<file path="config.mk">
export PLATFORM = sky130hd
export DESIGN_NAME = count_capture
export DESIGN_NICKNAME = d
export VERILOG_FILES = /design/src/rtl/count_capture_pkg.sv /design/src/rtl/capture_fifo.sv /design/src/rtl/count_capture.sv
export SDC_FILE = /design/constraint.sdc
export NUM_CORES = 1
export LEC_CHECK = 0
export BUFFER_PORTS_ARGS = -buffer_cell sky130_fd_sc_hd__buf_4
export CAP_MARGIN = 10
export CORE_UTILIZATION = 61
export CTS_BUF_LIST = sky130_fd_sc_hd__clkbuf_8 sky130_fd_sc_hd__clkbuf_16
export DETAILED_ROUTE_END_ITERATION = 12
export GPL_ROUTABILITY_DRIVEN = 0
export PLACE_DENSITY = 0.85
export SYNTH_ARGS = -nofsm -noshare
export SYNTH_HDL_FRONTEND = slang
export SYNTH_SLANG_ARGS = --single-unit
</file>
<file path="constraint.sdc">
create_clock -name clk -period 4.7 [get_ports clk]
set_input_delay 0.47 -clock clk [delete_from_list [all_inputs] [get_ports clk]]
set_output_delay 0.47 -clock clk [all_outputs]
set_load 0.02 [all_outputs]
</file>
<file path="src/rtl/count_capture_pkg.sv">
// Shared encodings for the count capture stage: edge select codes, arming states
// and the edge qualification helper.
package count_capture_pkg;

    localparam logic [1:0] EDGE_OFF  = 2'b00;
    localparam logic [1:0] EDGE_RISE = 2'b01;
    localparam logic [1:0] EDGE_FALL = 2'b10;
    localparam logic [1:0] EDGE_BOTH = 2'b11;

    localparam logic [0:0] ARMING = 1'b0;
    localparam logic [0:0] ACTIVE = 1'b1;

    function automatic logic edge_qualify(input logic [1:0] sel, input logic rise,
                                          input logic fall);
        logic hit;
        case (sel)
            EDGE_RISE: hit = rise;
            EDGE_FALL: hit = fall;
            EDGE_BOTH: hit = rise | fall;
            default:   hit = 1'b0;
        endcase
        return hit;
    endfunction

endpackage

</file>
<file path="src/rtl/capture_fifo.sv">
// Show-ahead FIFO holding captured count values; a write while full is only
// accepted when a pop happens on the same edge.
module capture_fifo
    import count_capture_pkg::*;
#(
    parameter int unsigned W     = 24,
    parameter int unsigned DEPTH = 4
) (
    input  logic                     clk,
    input  logic                     reset,
    input  logic                     wr_en,
    input  logic [W-1:0]             wr_data,
    input  logic                     rd_en,
    output logic [W-1:0]             rd_data,
    output logic                     full,
    output logic                     empty,
    output logic [$clog2(DEPTH):0]   level
);

    localparam int unsigned PW = $clog2(DEPTH);
    localparam int unsigned LW = PW + 1;

    logic [W-1:0]  mem [DEPTH];
    logic [PW-1:0] wr_ptr_q, rd_ptr_q;
    logic [LW-1:0] level_q;
    logic          do_wr, do_rd;

    always_comb begin
        empty = (level_q == '0);
        full  = (level_q == LW'(DEPTH));
        do_rd = rd_en & ~empty;
        do_wr = wr_en & (~full | do_rd);
        rd_data = empty ? '0 : mem[rd_ptr_q];
        level = level_q;
    end

    always_ff @(posedge clk) begin
        if (!reset) begin
            wr_ptr_q <= '0;
            rd_ptr_q <= '0;
            level_q  <= '0;
        end else begin
            if (do_wr) wr_ptr_q <= wr_ptr_q + 1'b1;
            if (do_rd) rd_ptr_q <= rd_ptr_q + 1'b1;
            case ({do_wr, do_rd})
                2'b10:   level_q <= level_q + 1'b1;
                2'b01:   level_q <= level_q - 1'b1;
                default: level_q <= level_q;
            endcase
        end
    end

    // Storage is not cleared; an empty FIFO masks its output instead.
    always_ff @(posedge clk) begin
        if (reset && do_wr) mem[wr_ptr_q] <= wr_data;
    end

endmodule

</file>
<file path="src/rtl/count_capture.sv">
// Input capture: synchronises an async event line, detects selected edges once
// armed, and snapshots the count bus into a show-ahead FIFO.
module count_capture
    import count_capture_pkg::*;
#(
    parameter int unsigned W           = 24,
    parameter int unsigned DEPTH       = 4,
    parameter int unsigned SYNC_STAGES = 2
) (
    input  logic                     clk,
    input  logic                     reset,
    input  logic [W-1:0]             count_in,
    input  logic                     evt_in,
    input  logic [1:0]               edge_sel,
    input  logic                     rd_en,
    input  logic                     clr_ovf,
    output logic [W-1:0]             cap_data,
    output logic                     cap_valid,
    output logic [$clog2(DEPTH):0]   cap_level,
    output logic                     overflow,
    output logic                     event_pulse
);

    localparam int unsigned CntW = $clog2(SYNC_STAGES + 2);

    logic [SYNC_STAGES-1:0] sync_q;
    logic                   hist_q;
    logic [0:0]             state_q;
    logic [CntW-1:0]        arm_cnt_q;
    logic                   pulse_q;
    logic                   ovf_q;
    logic                   sync_last, rise, fall, qual, drop;
    logic                   fifo_full, fifo_empty;

    always_comb begin
        sync_last = sync_q[SYNC_STAGES-1];
        rise      = sync_last & ~hist_q;
        fall      = ~sync_last & hist_q;
        qual      = (state_q == ACTIVE) & edge_qualify(edge_sel, rise, fall);
        // A pop on the same edge frees a slot, so only an unserviced full write drops.
        drop      = qual & fifo_full & ~rd_en;
    end

    always_ff @(posedge clk) begin
        if (!reset) begin
            sync_q  <= '0;
            hist_q  <= 1'b0;
            pulse_q <= 1'b0;
            ovf_q   <= 1'b0;
        end else begin
            sync_q  <= {sync_q[SYNC_STAGES-2:0], evt_in};
            hist_q  <= sync_last;
            pulse_q <= qual;
            if (drop)         ovf_q <= 1'b1;
            else if (clr_ovf) ovf_q <= 1'b0;
        end
    end

    // Hold off edge detection until the sync chain and history reflect evt_in.
    always_ff @(posedge clk) begin
        if (!reset) begin
            state_q   <= ARMING;
            arm_cnt_q <= '0;
        end else if (state_q == ARMING) begin
            arm_cnt_q <= arm_cnt_q + 1'b1;
            if (arm_cnt_q == CntW'(SYNC_STAGES)) state_q <= ACTIVE;
        end
    end

    capture_fifo #(
        .W     (W),
        .DEPTH (DEPTH)
    ) u_fifo (
        .clk     (clk),
        .reset   (reset),
        .wr_en   (qual),
        .wr_data (count_in),
        .rd_en   (rd_en),
        .rd_data (cap_data),
        .full    (fifo_full),
        .empty   (fifo_empty),
        .level   (cap_level)
    );

    assign cap_valid   = ~fifo_empty;
    assign overflow    = ovf_q;
    assign event_pulse = pulse_q;

endmodule

</file>
==> out/metrics.yaml, run 1 <==
run_status:
  status: "completed"
synthesis:
  async_flop_share_pct: 0
  synth_top_family_by_area: "multiplexers"
  ys_ff_latch: 113
  syn-instance-count: 238
  synth_compound_area_share_pct: 1.063
  synth_edf_count: 96
  synth_nets: 278
  synthAdderAreaFrac_pct: 2.686
  ys_warn_count: 0
  netlist_area_um2: 4472
  syn_avg_cell_area_um2: 18.79
  yosys.area_share.simple_pct: 7.499
  muxShareOfSynthArea_pct: 12.79
  synth_xor_area_share_pct: 1.147
  synth-main-ff-cell: "edfxtp_1"
  synth_cell_types: 29
  ys_seq_area_share_pct: 72.08
min_path:
  hold_class: "input pin to register"
final_layout:
  layout-drive-gt1-share_pct: 37.85
  regArea_um2: 3224
  fill_cells: 335
  multi_input_area_um2: 1126
  nets: 352
  final_area_um2: 5654
  antennaDiodeCount: 0
  area_growth_pct: 26.44
clock_tree:
  cts_resized: 0
  post-cts-setup-buffer-count: 0
  clock-sinks: 113
  root_buffer: "clkbuf_8"
  hold_buffers: 0
  numCtsBuffers: 17
  clkTransAtPathRegs_ns: 0.06
  worst_skew_pair.late_latency_ns: 0.51
  cts_tree: "done"
  cts_max_level: 4
  cts_buffer_depth: 2
route:
  dr.pass1.iters: 4
  wl_um: 8294
  postRouteAntennaNets: 0
  drc: 0
  routed_via_density: 5.594
  routedWlPerCell_um: 19.70
  drt-initial-drc-count: 173
  vias: 2355
worst_setup_path:
  slowest_stage: "dfxtp_2"
  cp_max_fo: 24
  crit_path_end_kind: "primary output"
  crit_path_start_kind: "register"
  max_stage_delay_ns: 0.89
  worstPathRequired_ns: 4.23
  crit_chain: "mux4_1, and2_1, buf_4"
  worst_ep_arrival_time_ns: 2.42
  worstSetupPathType: "register to primary output"
  crit_buf_inv: 1
  critical-path-top-delay-family: "flip-flops"
timing:
  maxSlewHeadroom_pct: 38.81
  drv_slew: 0
  worst_clock_skew_ns: 0.009180
  min_period_ns: 2.894
  hold_viol: 0
  setup_viol: 0
  rsz0062_at_grt: "false"
  min_period_over_period_pct: 61.58
  setup_tns_ns: 0
  worst_pin_slew_ns: 0.9178
  layout_setup_ws_ns: 1.806
  max_freq_ghz: 0.3455
floorplanning:
  fp.dieH_um: 87.62
  coreArea_um2: 6944
  start_util_pct: 64.40
  die_area_um2: 7677
  fp-row-count: 30
  ios: 61
  fp.dieW_um: 87.62
global_route:
  grt_max_degree: 28
  grt_pass1_wl_um: 12700
  antenna_found_initial: 0
  grt_use_total_pct: 23.94
  overflow: 0
  grt_pass1_vias: 2437
pwr:
  p_leak_nw: 2.029
  ir_drop_v: 0.0003553
  power_density_nw_per_um2: 518.3
  power.total_mw: 2.931
place:
  preCtsSetupSlack_ns: 1.974
  port_buffers: 60
  dpl-instance-area_um2: 5000
  dp_hpwl_um: 4541
job:
  drv_cap: 0
## through the flow
step	utilization, %	std cells	hold slack [ns]
final	81.42	421	0.1623
after global routing	81.42	421	0.1377
after CTS	81.42	421	0.1443
after detailed placement	72.00	389	0.4236
after global placement	72.00	389	0.4273
after floorplan	-	238	0.4118
## metal layers
metal,up-vias,GRT usage (%),wire length (um)
li1,1051,-,-
met1,1185,28.23,3193
met2,103,39.84,4364
met3,16,9.237,601
met4,0,9.836,133
met5,-,0,0
## registers in the layout, indices dropped and copies added (netlist names), named ones only
| signal | cells |
|---|---|
| event_pulse | 1 |
| u_fifo.level | 3 |
| hist_q | 1 |
| u_fifo.wr_ptr_q | 2 |
| u_fifo.rd_ptr_q | 2 |
| sync_q | 2 |
| arm_cnt_q | 2 |
| u_fifo.mem | 96 |
| state_q | 1 |
| overflow | 1 |
## path summary, 6_finish.rpt
| path | from | to | slack [ns] | depth (start not counted) |
|---|---|---|---|---|
| max reg2reg | u_fifo.level[0] | u_fifo.level[2] | 1.88 | 8 |
| min reg2reg | sync_q[0] | sync_q[1] | 0.44 | 1 |
| max | register | cap_data[14] | 1.81 | 3 |
| min | count_in[19] | u_fifo.mem[3][19] | 0.16 | 1 |
## Yosys cell counts, types with 2 or more instances
cell type	number	share of area (%)
nand2_1	4	0.34
ha_1	8	2.2
xor2_1	4	0.78
mux4_1	3	1.8
nor2_1	12	1.0
buf_12	2	0.90
and2_1	31	4.3
buf_2	3	0.34
or3_1	2	0.28
clkbuf_1	4	0.34
mux2i_1	2	0.45
mux4_2	21	11
edfxtp_1	96	64
dfxtp_1	17	7.6
nand2b_1	2	0.28
inv_1	11	0.92
a21oi_1	4	0.45
## worst reg2reg max path: cells and delay by family, from the launching register on
kind	cells	cell delay, ns
and+or+nand+nor	3	1.35
adders and majority gates	2	0.60
DFF	1	0.41
xor gates and xnor gates	1	0.17
AOI/OAI and AO/OA	1	0.16
buffers and inverters	1	0.06
## layout by cell type (no fill, tap or decap), types with 2 or more instances in the layout
cell type | synthesis | layout
clkbuf_16 | 0 | 16
ha_1 | 8 | 8
edfxtp_1 | 96 | 96
bufinv_16 | 0 | 6
nand2_1 | 4 | 4
or3_1 | 2 | 2
and2_1 | 31 | 31
buf_4 | 0 | 65
inv_1 | 11 | 12
nor2_1 | 12 | 12
clkinvlp_4 | 0 | 4
mux4_1 | 3 | 3
xor2_1 | 4 | 4
nand2b_1 | 2 | 2
a21oi_1 | 4 | 4
mux4_2 | 21 | 21
mux2i_1 | 2 | 2
dfxtp_1 | 17 | 16
## cells by family after synthesis
logic type | Yosys count
AO/OA/AOI/OAI | 7
XOR/XNOR | 5
adder cells (fa/ha/maj) | 9
buffers and inverters | 21
flip-flops | 113
multiplexers | 26
AND/OR/NAND/NOR | 57
## power by group
group	leakage, nW	internal [mW]	total, mW	switching [mW]
logic	0.718	0.181	0.373	0.192
registers	1.00	1.12	1.16	0.0408
clock network	0.309	0.963	1.40	0.437
total	2.03	2.26	2.93	0.670
## final cells by class
cell class                      instances  share of cell area (%)
Inverter                               11                  0.7303
Tap cell                               96                   2.124
Clock inverter                         15                   4.249
Timing Repair Buffer                   65                   8.630
Sequential cell                       113                   57.03
Clock buffer                           17                   7.325
Multi-Input combinational cell        104                   19.92
No activity file was read; power rests on OpenSTA's default activity.
==> run 2: changes to the inputs <==
--- a/config.mk
+++ b/config.mk
@@ -7,11 +7,11 @@
 export LEC_CHECK = 0
 export BUFFER_PORTS_ARGS = -buffer_cell sky130_fd_sc_hd__buf_4
 export CAP_MARGIN = 10
-export CORE_UTILIZATION = 61
+export CORE_UTILIZATION = 57
 export CTS_BUF_LIST = sky130_fd_sc_hd__clkbuf_8 sky130_fd_sc_hd__clkbuf_16
 export DETAILED_ROUTE_END_ITERATION = 12
 export GPL_ROUTABILITY_DRIVEN = 0
-export PLACE_DENSITY = 0.85
+export PLACE_DENSITY = 0.8
 export SYNTH_ARGS = -nofsm -noshare
 export SYNTH_HDL_FRONTEND = slang
 export SYNTH_SLANG_ARGS = --single-unit
==> constraint.sdc (replaced) <==
create_clock -name clk -period 2.8 [get_ports clk]
set_input_delay 0.28 -clock clk [delete_from_list [all_inputs] [get_ports clk]]
set_output_delay 0.28 -clock clk [all_outputs]
set_load 0.02 [all_outputs]
==> run 2 against run 1 <==
Non-clock buffer count increased by 28. Largest cell class unchanged. Largest power group unchanged. First-iteration DRC count down 14%. Critical path depth grew 1. Clock skew down 0.0019 ns. Flip-flop and latch count is the same.
==> out/metrics.yaml, run 2 (synthesis results as in run 1) <==
run_status:
  status: "completed"
final_layout:
  largest_register: "u_fifo.mem"
  layout-drive-gt1-share_pct: 34.28  # -3.6 points
  fin_util_pct: 79.01  # -2.4 points
  area_growth_pct: 30.89
  regArea_um2: 3224  # unchanged
  multi_input_area_um2: 1126  # unchanged
  nets: 380  # +8.0%
  largest_register_ffs: 96  # unchanged
  mostFrequentLayoutCell: "edfxtp_1"
  antennaDiodeCount: 0  # unchanged
  fill_cells: 391  # +17%
  final_cell_mix: "96 x edfxtp_1, 67 x buf_4, 31 x and2_1, 25 x dlygate4sd3_1, 21 x mux4_2"
clock_tree:
  worst_skew_pair.late_latency_ns: 0.51  # about the same
  root_buffer: "clkbuf_8"
  cts_max_level: 4  # unchanged
  cts_resized: 0  # unchanged
  post-cts-setup-buffer-count: 0  # unchanged
  hold_buffers: 25  # +25
  cts_tree: "done"
  cts_buffer_depth: 2  # unchanged
  numCtsBuffers: 17  # unchanged
  clkTransAtPathRegs_ns: 0.05  # about the same
  clock-sinks: 113  # unchanged
pwr:
  p_leak_nw: 2.146  # +5.8%
  p_sw_mw: 1.070  # +60%
  clock_power_share_pct: 43.5  # -4.3 points
  ir_drop_v: 0.0006171  # +74%
  power_density_nw_per_um2: 791.1  # +53%
  p_comb_share_pct: 14.8  # +2.1 points
  intPower_mw: 3.560  # +57%
  p_sw_share_pct: 23.11  # +0.26 points
  seq_power_share_pct: 41.7  # +2.2 points
global_route:
  overflow: 0  # unchanged
  grt_use_total_pct: 23.76  # -0.18 points
  grt_pass1_vias: 2545  # +4.4%
  grt_pass1_wl_um: 13760  # +8.3%
  grt_max_degree: 27  # -3.6%
  antenna_found_initial: 0  # unchanged
worst_setup_path:
  crit_path_end_kind: "primary output"
  critical-path-top-delay-family: "flip-flops"
  worstSetupPathType: "register to primary output"
  max_stage_delay_ns: 0.61  # -0.28 ns
  worstPathRequired_ns: 2.52  # -1.71 ns
  crit_chain: "buf_4, mux4_2, and2_1, buf_4"
  cp_max_fo: 14  # -42%
  crit_path_start_kind: "register"
  worst_ep_arrival_time_ns: 2.29  # -0.13 ns
  cp_common_cell: "buf_4"
  slowest_stage: "dfxtp_2"
  crit_buf_inv: 2  # +1
route:
  routed_via_density: 5.314  # -5.0%
  wl_um: 8791  # +6.0%
  postRouteAntennaNets: 0  # unchanged
  dr.pass1.iters: 5  # +1
  drc: 0  # unchanged
  routedWlPerCell_um: 19.45  # -1.3%
  drt-initial-drc-count: 149  # -14%
  vias: 2402  # +2.0%
place:
  dp_hpwl_um: 4770  # +5.0%
  port_buffers: 60  # unchanged
timing:
  drv_slew: 0  # unchanged
  hold_viol: 0  # unchanged
  min_period_ns: 2.571
  max_freq_ghz: 0.3890
  maxSlewHeadroom_pct: 69.58  # +31 points
  worst_pin_slew_ns: 0.4563  # -0.4615 ns
  rsz0062_at_grt: "false"
  setup_tns_ns: 0  # unchanged
  worst_clock_skew_ns: 0.007266  # -0.001915 ns
  min_period_over_period_pct: 91.82
  setup_viol: 0  # unchanged
floorplanning:
  coreArea_um2: 7408  # +6.7%
  fp.dieW_um: 90.58  # +3.4%
  ios: 61  # unchanged
  start_util_pct: 60.36  # -4.0 points
  fp.dieH_um: 90.58  # +3.4%
  die_area_um2: 8204  # +6.9%
  fp-row-count: 31  # +3.3%
job:
  drv_cap: 0  # unchanged
min_path:
  hold_class: "input pin to register"
[run 2: cell types whose count changed in the layout (fill, tap and decap cells not counted), sizes merged]
| cell | before | now |
|---|---|---|
| dlygate4sd3 | 0 | 25 |
| clkinv | 3 | 5 |
| clkbuf | 17 | 18 |
| inv | 13 | 17 |
| bufinv | 6 | 3 |
| buf | 65 | 68 |
| clkinvlp | 4 | 0 |
[run 2: metal layers]
| metal | global-route usage, % | vias to the layer above | wire [um] |
|---|---|---|---|
| met3 | 6.145 | 16 | 395 |
| li1 | - | 1108 | - |
| met5 | 0 | - | 0 |
| met4 | 12.23 | 0 | 186 |
| met1 | 28.30 | 1186 | 3585 |
| met2 | 39.96 | 92 | 4623 |
[run 2: per-stage QoR]
stage                     total power, mW  hold slack [ns]  instances  area (um2)  setup slack (ns)
after floorplan                     2.381           0.3789        238        4472            0.4755
after global placement              2.596           0.4186        395        5039            0.3796
after detailed placement            2.610           0.4264        395        5039            0.2840
after CTS                           4.651          0.02831        452        5853            0.1556
after global routing                4.783          0.04644        452        5853           0.05385
final                               4.630          0.04715        452        5853            0.2290
[run 2: final timing paths]
kind             start  slack (ns)               to  depth (start not counted)
max           register        0.23     cap_data[20]                          4
min              reset        0.05        sync_q[1]                          2
max reg2reg  sync_q[1]        0.26  u_fifo.level[2]                         12
min reg2reg  sync_q[0]        0.43        sync_q[1]                          1
[run 2: area by class of cell]
type	instances	share of cell area [%]
sequential	113	55.09
multi-input combinational	104	19.24
timing repair buffer	93	13.21
clock buffer	18	7.311
clock inverter	14	2.330
tap	99	2.116
inverter	11	0.7054
[run 2: worst reg2reg max path: cells and delay by family (launching register included)]
kind | cells | cell delay [ns]
AND/OR/NAND/NOR | 3 | 0.74
adder cells (fa/ha/maj) | 3 | 0.66
AO/OA/AOI/OAI | 2 | 0.45
flip-flops | 1 | 0.34
buffers and inverters | 3 | 0.21
XOR/XNOR | 1 | 0.08
[run 2: power by group through the flow]
stage	clock network (mW)	logic, mW	registers [mW]
3_3_place_gp	0	0.637	1.96
3_5_place_dp	0	0.649	1.96
4_1_cts	2.03	0.688	1.93
5_1_grt	2.11	0.736	1.94
2_1_floorplan	0	0.440	1.94
6_report	2.02	0.683	1.93
